--- src/rtl/dm_s2mm_pkg.sv ---
// rtl/dm_s2mm_pkg.sv - shared command/status field map, FSM states and popcount for the S2MM writer
package dm_s2mm_pkg;

    // Command word field positions (72-bit DataMover command)
    localparam int CMD_W         = 72;
    localparam int CMD_BTT_LSB   = 0;
    localparam int CMD_BTT_MSB   = 22;
    localparam int CMD_SADDR_LSB = 32;
    localparam int CMD_SADDR_MSB = 63;
    localparam int CMD_TAG_LSB   = 64;
    localparam int CMD_TAG_MSB   = 67;

    // Status byte field positions
    localparam int STS_TAG_LSB = 0;
    localparam int STS_TAG_MSB = 3;
    localparam int STS_INTERR  = 4;
    localparam int STS_DECERR  = 5;
    localparam int STS_SLVERR  = 6;
    localparam int STS_OKAY    = 7;

    typedef enum logic [1:0] {
        IDLE  = 2'd0,
        DATA  = 2'd1,
        DRAIN = 2'd2,
        STS   = 2'd3
    } state_t;

    // Number of enabled byte lanes in a tkeep vector
    function automatic logic [3:0] popcount8(input logic [7:0] v);
        logic [3:0] c;
        c = 4'd0;
        for (int i = 0; i < 8; i++) begin
            c = c + {3'b000, v[i]};
        end
        return c;
    endfunction

endpackage

--- src/rtl/s2mm_bram_writer.sv ---
// rtl/s2mm_bram_writer.sv - DataMover-style S2MM command/data to byte-enable BRAM write port with status
module s2mm_bram_writer
    import dm_s2mm_pkg::*;
#(
    parameter int MEM_AW  = 12,
    parameter int TAG_CHK = 1
) (
    input  logic              dm_clk,
    input  logic              dm_rst_n,
    input  logic              i_s2mm_wr_cmd_tvalid,
    output logic              o_s2mm_wr_cmd_tready,
    input  logic [CMD_W-1:0]  i_s2mm_wr_cmd_tdata,
    input  logic [63:0]       i_s2mm_wr_tdata,
    input  logic [7:0]        i_s2mm_wr_tkeep,
    input  logic              i_s2mm_wr_tvalid,
    input  logic              i_s2mm_wr_tlast,
    output logic              o_s2mm_wr_tready,
    output logic [7:0]        o_s2mm_sts_tdata,
    output logic              o_s2mm_sts_tkeep,
    output logic              o_s2mm_sts_tvalid,
    output logic              o_s2mm_sts_tlast,
    input  logic              i_s2mm_sts_tready,
    output logic [7:0]        o_mem_we,
    output logic [MEM_AW-1:0] o_mem_addr,
    output logic [63:0]       o_mem_wdata,
    output logic [31:0]       o_bytes_total
);

    state_t state, state_next;

    // Holds off command acceptance for the first cycle out of reset
    logic init_done;

    logic [MEM_AW-1:0] ptr;
    logic [22:0]       rem;
    logic [3:0]        tag;
    logic              interr;
    logic              decerr;

    logic [22:0] cmd_btt;
    logic [31:0] cmd_saddr;
    logic [3:0]  cmd_tag;
    logic [23:0] cmd_words;
    logic [33:0] cmd_end;
    logic [33:0] cmd_limit;
    logic        cmd_bad_align;
    logic        cmd_bad_range;
    logic        cmd_fire;
    logic        beat_fire;
    logic        rem_last;
    logic [3:0]  tag_field;
    logic [7:0]  sts_word;
    logic        unused_cmd_bits;

    assign cmd_btt   = i_s2mm_wr_cmd_tdata[CMD_BTT_MSB:CMD_BTT_LSB];
    assign cmd_saddr = i_s2mm_wr_cmd_tdata[CMD_SADDR_MSB:CMD_SADDR_LSB];
    assign cmd_tag   = i_s2mm_wr_cmd_tdata[CMD_TAG_MSB:CMD_TAG_LSB];

    assign unused_cmd_bits = ^{i_s2mm_wr_cmd_tdata[CMD_W-1:CMD_TAG_MSB+1],
                               i_s2mm_wr_cmd_tdata[CMD_SADDR_LSB-1:CMD_BTT_MSB+1]};

    // Range check in 34 bits so a start near the top plus a large BTT cannot wrap
    assign cmd_words     = ({1'b0, cmd_btt} + 24'd7) >> 3;
    assign cmd_end       = {5'd0, cmd_saddr[31:3]} + {10'd0, cmd_words};
    assign cmd_limit     = 34'd1 << MEM_AW;
    assign cmd_bad_align = (cmd_saddr[2:0] != 3'd0) || (cmd_btt == 23'd0);
    assign cmd_bad_range = (cmd_end > cmd_limit);

    assign cmd_fire  = i_s2mm_wr_cmd_tvalid & o_s2mm_wr_cmd_tready;
    assign beat_fire = i_s2mm_wr_tvalid & o_s2mm_wr_tready;
    assign rem_last  = (rem <= 23'd8);

    assign tag_field = (TAG_CHK != 0) ? tag : 4'd0;

    // State register
    always_ff @(posedge dm_clk) begin
        if (!dm_rst_n) begin
            state     <= IDLE;
            init_done <= 1'b0;
        end else begin
            state     <= state_next;
            init_done <= 1'b1;
        end
    end

    // Next-state and handshake outputs
    always_comb begin
        state_next           = state;
        o_s2mm_wr_cmd_tready = 1'b0;
        o_s2mm_wr_tready     = 1'b0;
        o_s2mm_sts_tvalid    = 1'b0;
        case (state)
            IDLE: begin
                o_s2mm_wr_cmd_tready = init_done;
                if (i_s2mm_wr_cmd_tvalid && init_done) begin
                    if (cmd_bad_align || cmd_bad_range) begin
                        state_next = DRAIN;
                    end else begin
                        state_next = DATA;
                    end
                end
            end
            DATA: begin
                o_s2mm_wr_tready = 1'b1;
                if (i_s2mm_wr_tvalid && (i_s2mm_wr_tlast || rem_last)) begin
                    state_next = STS;
                end
            end
            DRAIN: begin
                o_s2mm_wr_tready = 1'b1;
                if (i_s2mm_wr_tvalid && i_s2mm_wr_tlast) begin
                    state_next = STS;
                end
            end
            STS: begin
                o_s2mm_sts_tvalid = 1'b1;
                if (i_s2mm_sts_tready) begin
                    state_next = IDLE;
                end
            end
            default: state_next = IDLE;
        endcase
    end

    // Status byte, held at zero outside the STS state
    always_comb begin
        sts_word                          = 8'd0;
        sts_word[STS_TAG_MSB:STS_TAG_LSB] = tag_field;
        sts_word[STS_INTERR]              = interr;
        sts_word[STS_DECERR]              = decerr;
        sts_word[STS_SLVERR]              = 1'b0;
        sts_word[STS_OKAY]                = ~(interr | decerr);
        o_s2mm_sts_tdata                  = o_s2mm_sts_tvalid ? sts_word : 8'd0;
        o_s2mm_sts_tkeep                  = o_s2mm_sts_tvalid;
        o_s2mm_sts_tlast                  = o_s2mm_sts_tvalid;
    end

    // Command latch, word pointer, error flags, memory write port and byte counter
    always_ff @(posedge dm_clk) begin
        if (!dm_rst_n) begin
            ptr           <= '0;
            rem           <= 23'd0;
            tag           <= 4'd0;
            interr        <= 1'b0;
            decerr        <= 1'b0;
            o_mem_we      <= 8'd0;
            o_mem_addr    <= '0;
            o_mem_wdata   <= 64'd0;
            o_bytes_total <= 32'd0;
        end else begin
            o_mem_we <= 8'd0;
            case (state)
                IDLE: begin
                    if (cmd_fire) begin
                        ptr    <= cmd_saddr[MEM_AW+2:3];
                        rem    <= cmd_btt;
                        tag    <= cmd_tag;
                        interr <= cmd_bad_align;
                        decerr <= !cmd_bad_align && cmd_bad_range;
                    end
                end
                DATA: begin
                    if (beat_fire) begin
                        o_mem_we      <= i_s2mm_wr_tkeep;
                        o_mem_addr    <= ptr;
                        o_mem_wdata   <= i_s2mm_wr_tdata;
                        ptr           <= ptr + {{(MEM_AW-1){1'b0}}, 1'b1};
                        rem           <= rem_last ? 23'd0 : (rem - 23'd8);
                        o_bytes_total <= o_bytes_total + {28'd0, popcount8(i_s2mm_wr_tkeep)};
                        // Byte budget used up while the stream still claims more data
                        if (rem_last && !i_s2mm_wr_tlast) begin
                            interr <= 1'b1;
                        end
                    end
                end
                STS: begin
                    if (i_s2mm_sts_tready) begin
                        interr <= 1'b0;
                        decerr <= 1'b0;
                    end
                end
                default: begin
                end
            endcase
        end
    end

endmodule

--- config.mk ---
export PLATFORM = sky130hd
export DESIGN_NAME = s2mm_bram_writer
export DESIGN_NICKNAME = d
export VERILOG_FILES = /design/src/rtl/dm_s2mm_pkg.sv /design/src/rtl/s2mm_bram_writer.sv
export SDC_FILE = /design/constraint.sdc
export NUM_CORES = 1
export LEC_CHECK = 0
export CAP_MARGIN = 40
export CORE_ASPECT_RATIO = 1.5
export CORE_MARGIN = 3
export CORE_UTILIZATION = 48
export DETAILED_ROUTE_END_ITERATION = 7
export HOLD_SLACK_MARGIN = 0.05
export PLACE_DENSITY = 0.82
export SLEW_MARGIN = 20
export SYNTH_ARGS = -nofsm -noshare
export SYNTH_HDL_FRONTEND = slang
export SYNTH_SLANG_ARGS = --single-unit
export TNS_END_PERCENT = 1
--- constraint.sdc ---
create_clock -name dm_clk -period 6.8 [get_ports dm_clk]
set_input_delay 1.7 -clock dm_clk [delete_from_list [all_inputs] [get_ports dm_clk]]
set_output_delay 1.7 -clock dm_clk [all_outputs]
set_load 0.01 [all_outputs]
==> summary.md, run 1 <==
| Metric | Value |
|---|---|
| Post-route setup TNS | `0 ns` |
| Routed via count | `9415` |
| Largest net degree at the start of global routing | `88` |
| Via/cell ratio | `5.655` |
| Final Power | `0.003368 W` |
| Detailed Route Iter0 Violations | `789` |
| Worst EP arrival | `6.37 ns` |
| Initial antenna violation count | `0` |
| R2R depth | `15` |
| Vias in the first global route | `8774` |
| Row count | `60` |
| Gate Count Post-Synth | `1179` |
| Worst Hold End | `o_mem_wdata[12]$_SDFFE_PN0P_` |
| Root buffer cell | `clkbuf_16` |
| Register area | `3203 sq um` |
| Drt total wl | `29400 um` |
| Clk sinks | `160` |
| Total Routing Usage GR | `27.67%` |
| Status | `complete, no violations` |
| Post-CTS setup buffer count | `0` |
| Syn avg cell area | `7.584 sq um` |
| Max-Cap Viols | `0` |
| Syn_nets | `1372` |
| Primary FF master, synth | `dfxtp_1` |
| Fillers | `1492` |
| Hold Vio Cnt, Final | `0` |
| First-pass GRT wire length | `46000 um` |
| F_max | `0.1649 GHz` |
| CTS Buf Count | `17` |
| Drt wl/cell | `17.66 um` |
| Drc violations | `0` |
| Hold Path Origin | `o_mem_wdata[12]$_SDFFE_PN0P_` |
| DIE AREA | `20330 sq um` |
| Req. time, crit path | `7.11 ns` |
| Die W | `117.4 um` |
| Final worst path period need | `6.065 ns` |
| Detail Route Antenna Nets | `0` |
| Synth cell types | `69` |
| Layout cell share with drive strength beyond 1 | `4.234%` |
| Die Ht | `173.2 um` |
| Worst hold path class | `reg2reg` |
| HPWL after DPL | `22410 um` |
| Clock buffer depth | `2` |
| Crit Path Max Fanout | `9` |
| Reg-to-Reg Start | `o_bytes_total[0]$_SDFFE_PN0P_` |
| Clk_skew | `0.01297 ns` |
| TritonCTS clock tree | `done` |
| Top-area cell type share of the netlist area | `35.82%` |
| Max_slew headroom | `51.64%` |
| Yosys warnings | `0` |
| Router iterations before antenna repair | `5` |
| R2R Path End | `o_bytes_total[28]$_SDFFE_PN0P_` |
| Crit Path Category | `in2reg` |
| GPL Wtd Cong | `0.9338` |
| Fin nets | `1597` |
| Synth area leaders | `dfxtp_1 36%, nand2_1 9.8%, a21oi_1 8.1%, ha_1 5.2%, nor2_1 3.7%` |
| Multi-input combinational cell area | `5343 sq um` |
| Hold Path Depth | `2` |
| Tcrit/Tclk final | `89.19%` |
| Unrepaired setup endpoints after global routing | `false` |
| Final-report max-slew violation count | `0` |
| CTS Hold Buffers Added | `0` |
| Worst-path clk slew | `0.07 ns` |
| PwrDens | `272.5 nW/um^2` |
| R2R setup slack | `3.00 ns` |
| Number of diodes | `0` |
| Core Region | `18090 sq um` |
| CP Capture Type | `register` |
| Overflow after GRT | `0` |
| Post-synth EDFFs | `0` |
| Post-Syn Area | `8941 sq um` |
| Worst skew pair latency | `0.42 ns` |
| Lkg Pwr | `4.456 nW` |
| IO Port Bufs | `264` |
| FFs w/ async S/R, synth | `0%` |
| Area Growth Syn to Fin | `38.22%` |
| Initial Utilization | `49.42%` |
| Worst VDD drop | `0.1721 mV` |
| Final setup vio count | `0` |
| Clock H-tree levels | `4` |
| CP Launch Type | `input port` |
| Post-cts gate resize count | `0` |
| Worst-Margin Slew | `0.7072 ns` |
| Seq/Total Area, Yosys | `35.82%` |
| Synth area leader | `dfxtp_1` |
| Boundary Pins | `279` |
| Synth Register Bits | `160` |
## worst max-delay path, stage by stage
cell and delay (ns):
clkdlybuf4s50_1 0.60, o311a_1 0.29, and4_1 0.26, nand4_1 0.14, nor2_1 0.25, nand3_1 0.16
nor3_1 0.15, and4_1 0.28, nand3_1 0.11, xnor2_1 0.15, ha_1 0.46, nand2_1 0.17
nor3_1 0.39, o311a_1 0.23, nand4_1 0.09, nor4b_1 0.37, nand4_1 0.21, nor4_2 0.24
o31ai_1 0.11
## through the flow
| step | cells | setup slack [ns] | instance area [sq um] | hold WS, ns | util (%) |
|---|---|---|---|---|---|
| detailed placement | 1631 | 0.3458 | 11750 | 0.4457 | 64.93 |
| CTS | 1663 | 0.7552 | 12320 | 0.4549 | 68.11 |
| finish | 1665 | 0.7350 | 12360 | 0.4537 | 68.31 |
| global route | 1665 | 0.3084 | 12360 | 0.4669 | 68.31 |
| global placement | 1629 | 0.3827 | 11690 | 0.4406 | 64.63 |
| floorplan | 1179 | 1.466 | 8941 | 0.4375 | - |
## cell usage in the layout, fill, tap and decap left out, types with 6 or more instances in the layout
cell	synthesis	routed
a22oi_1	12	12
and3_1	13	12
nand4_1	24	24
dfxtp_1	160	160
buf_4	4	7
a211oi_1	12	12
xor2_1	29	29
xnor2_1	30	30
nor4_1	11	11
clkdlybuf4s50_1	0	264
inv_1	36	35
o2bb2ai_1	6	6
nand3_1	37	36
a21o_1	7	7
clkbuf_16	0	17
fa_1	6	6
and2_1	15	15
mux2i_1	13	13
nor2b_1	7	7
nor2_1	87	87
nand2_1	233	233
o21ai_0	62	62
a21oi_1	144	143
a31oi_1	10	10
or3_1	7	7
ha_1	37	37
nor3_1	30	30
o22ai_1	9	9
## where the power goes
part	leakage (nW)	switching [W]	internal, W
clock network	0.272	0.000443	0.000489
logic	2.89	0.000753	0.000526
registers	1.30	0.000108	0.00105
## cell usage after synthesis, drive strengths merged, types with 24 or more instances
master  instances
clkbuf         56
inv            36
nor2           87
xnor2          30
o21ai          64
nand3          38
xor2           29
a21oi         144
nand2         233
ha             37
nand4          24
dfxtp         160
nor3           31
## how the worst max path moves through the flow
stage               slack, ns                   start                        endpoint
floorplan                1.47      i_s2mm_wr_tkeep[0]  o_bytes_total[28]$_SDFFE_PN0P_
detailed placement       0.35  i_s2mm_wr_cmd_tdata[3]           state[1]$_SDFFE_PN0P_
global route             0.31  i_s2mm_wr_cmd_tdata[3]           state[1]$_SDFFE_PN0P_
finish                   0.73  i_s2mm_wr_cmd_tdata[3]           state[1]$_SDFFE_PN0P_
CTS                      0.76  i_s2mm_wr_cmd_tdata[3]           state[1]$_SDFFE_PN0P_
global placement         0.38  i_s2mm_wr_cmd_tdata[3]           state[1]$_SDFFE_PN0P_
## per-layer routing
metal,global-route usage [%],part of all wire (%)
met2,51.33,52
met4,13.65,4.3
met1,29.67,36
met3,5.563,7.0
met5,0,0
## final cells by class
type                            instances  share of cell area [%]
Clock buffer                           18                   3.473
Clock inverter                         14                   1.185
Inverter                               37                   1.144
Multi-Input combinational cell        913                   43.23
Sequential cell                       160                   25.92
Tap cell                              248                   2.511
Timing Repair Buffer                  275                   22.54
## sequential cells by signal (all words and copies together) (netlist names)
| name | cells |
|---|---|
| decerr | 1 |
| o_bytes_total | 32 |
| init_done | 1 |
| o_mem_we | 8 |
| state | 2 |
| o_mem_addr | 12 |
| interr | 1 |
| ptr | 12 |
| rem | 23 |
| tag | 4 |
| o_mem_wdata | 64 |
## logic make-up after synthesis
kind of cell    Yosys count  share of synthesized area, %
xor+xnor                 59                         5.779
fa+ha+maj                43                         6.521
compound gates          304                         20.25
flops                   160                         35.82
other cells               1                       0.04194
mux                      14                         1.581
buf+inv                 106                         4.702
simple gates            492                         25.30
Note: power is estimated with default switching activity, not from simulation.
==> inputs of run 2 (changes only) <==
CORE_ASPECT_RATIO = 0.5   (was 1.5)
==> summary.md, run 2 (same netlist as run 1, synthesis figures left out) <==
| Metric | Value |
|---|---|
| Largest Register | `o_mem_wdata` |
| CP Cell Sequence | `clkdlybuf4s50_1 > o311a_1 > and4_1 > nand4_1 > nor2_1 > nand3_1 > nor3_1 > and4_1 > nand3_1 > xnor2_1 > ha_1 > nand2_1 > o21ai_0 > o21ai_0 > o31ai_1 > mux2i_1 > nor4_1 > nand4_1 > nor4_2 > o31ai_1` |
| Hold Vio Cnt, Final | `0` |
| DIE AREA | `20400 sq um` |
| TritonCTS clock tree | `done` |
| Worst EP arrival | `6.36 ns` |
| First-pass GRT wire length | `44040 um` |
| GR Util met1 | `32.32%` |
| Routed via count | `9377` |
| Layout cell share with drive strength beyond 1 | `4.028%` |
| Initial Utilization | `50.16%` |
| Commonest non-fill, non-tap cells in the layout | `264 x clkdlybuf4s50_1, 233 x nand2_1, 160 x dfxtp_1, 143 x a21oi_1, 87 x nor2_1` |
| Final Non-Filler Cells | `1649` |
| CTS Hold Buffers Added | `0` |
| Clk_skew | `0.008277 ns` |
| Status | `complete, no violations` |
| Max reg flops | `64` |
| Drt total wl | `28210 um` |
| IO Port Bufs | `264` |
| Detailed Route Iter0 Violations | `716` |
| GR Util met2 | `48.27%` |
| Vias in the first global route | `8839` |
| Final instance area | `12340 sq um` |
| Largest net degree at the start of global routing | `88` |
| Crit Path Category | `in2reg` |
| Area Growth Syn to Fin | `38.01%` |
| Clock H-tree levels | `4` |
| Worst skew pair latency | `0.42 ns` |
| Final setup vio count | `0` |
| Req. time, crit path | `7.10 ns` |
| Fillers | `1452` |
| Final-report max-slew violation count | `0` |
| Root buffer cell | `clkbuf_16` |
| Row count | `34` |
| Max_slew headroom | `55.31%` |
| F_max | `0.1650 GHz` |
| Detail Route Antenna Nets | `0` |
| Worst-Margin Slew | `0.6534 ns` |
| CP Launch Type | `input port` |
| Die W | `199.0 um` |
| Crit Path Max Fanout | `9` |
| Critical path's top delay family | `simple AND/OR/NAND/NOR gates` |
| R2R setup slack | `2.97 ns` |
| CP Buf/Inv Count | `1` |
| GPL Wtd Cong | `0.9101` |
| Clock buffer depth | `2` |
| Largest registers | `o_mem_wdata (64), o_bytes_total (32), rem (23)` |
| Slowest stage delay, CP | `0.57 ns` |
| Overflow after GRT | `0` |
| Drc violations | `0` |
| Die Ht | `102.5 um` |
| Multi-input combinational cell area | `5343 sq um` |
| Most common cell after layout, fill and taps aside | `clkdlybuf4s50_1` |
| Fin nets | `1595` |
| Register area | `3203 sq um` |
| Worst VDD drop | `0.1658 mV` |
| Crit path max-delay cell type | `clkdlybuf4s50_1` |
| Drt wl/cell | `17.11 um` |
| Post-cts gate resize count | `0` |
| Clk sinks | `160` |
| CP Capture Type | `register` |
| CTS Buf Count | `17` |
| GR peak layer | `met2` |
| Initial antenna violation count | `1` |
| Via/cell ratio | `5.686` |
| Router iterations before antenna repair | `5` |
| Lkg Pwr | `4.465 nW` |
| Boundary Pins | `279` |
| Total Routing Usage GR | `26.51%` |
| Unrepaired setup endpoints after global routing | `false` |
| DP Area | `11720 sq um` |
| Worst hold path class | `reg2reg` |
| Number of diodes | `0` |
| Tcrit/Tclk final | `89.10%` |
| Max-Cap Viols | `0` |
| Met3 Resource Use GR | `5.420%` |
| HPWL after DPL | `21310 um` |
| Core Region | `17820 sq um` |
| Post-route setup TNS | `0 ns` |
| Worst-path clk slew | `0.07 ns` |
| Placed Cells incl. Taps | `1615` |
| Final worst path period need | `6.059 ns` |
| Post-CTS setup buffer count | `0` |
| PwrDens | `273.7 nW/um^2` |
run 2: cell types whose count changed in the layout (fill, tap and decap cells not counted), sizes merged:
cell / previous run / this run
clkinvlp: 3 / 0
buf: 11 / 9
bufinv: 0 / 1
clkbuf: 18 / 19
clkinv: 5 / 6
run 2: stage by stage:
step                      util [%]  hold WS [ns]  total power (W)  worst slack, ns
after global placement       65.41        0.4412         0.002349           0.5501
after CTS                    68.99        0.4547         0.003361           0.8765
after detailed placement     65.72        0.4453         0.002408           0.4406
final                        69.23        0.4535         0.003377           0.7409
after floorplan                  -        0.4375         0.002014            1.466
after global routing         69.23        0.4683         0.003571           0.2518
run 2: worst min-delay path: stages, from the launching register on:
cell and delay, ns:
dfxtp_1 0.31, nand2_1 0.05, a21oi_1 0.05
run 2: area by class of cell:
class | instances | share of cell area [%]
clock buffer | 19 | 3.508
multi-input combinational | 913 | 43.30
inverter | 37 | 1.146
clock inverter | 13 | 1.207
sequential | 160 | 25.96
tap | 234 | 2.373
timing repair buffer | 273 | 22.51
run 2: layer usage:
layer,wire length [um],part of all wire [%]
met5,13,0.046
met4,546,1.9
met3,2111,7.5
met2,13830,49
met1,11710,42
run 2: final timing paths:
check                                                    from                              to  depth (start not counted)
worst max register to register  o_bytes_total[0]$_SDFFE_PN0P_  o_bytes_total[30]$_SDFFE_PN0P_                         15
worst min-delay path             o_mem_wdata[48]$_SDFFE_PN0P_    o_mem_wdata[48]$_SDFFE_PN0P_                          2
worst min register to register   o_mem_wdata[48]$_SDFFE_PN0P_    o_mem_wdata[48]$_SDFFE_PN0P_                          2
worst max-delay path                   i_s2mm_wr_cmd_tdata[0]           state[1]$_SDFFE_PN0P_                         20
run 2: report_power, final:
part	total, W	switching [W]	internal [W]
logic	0.00127	0.000740	0.000527
registers	0.00116	0.000109	0.00105
clock network	0.000952	0.000429	0.000523
total	0.00338	0.00128	0.00210
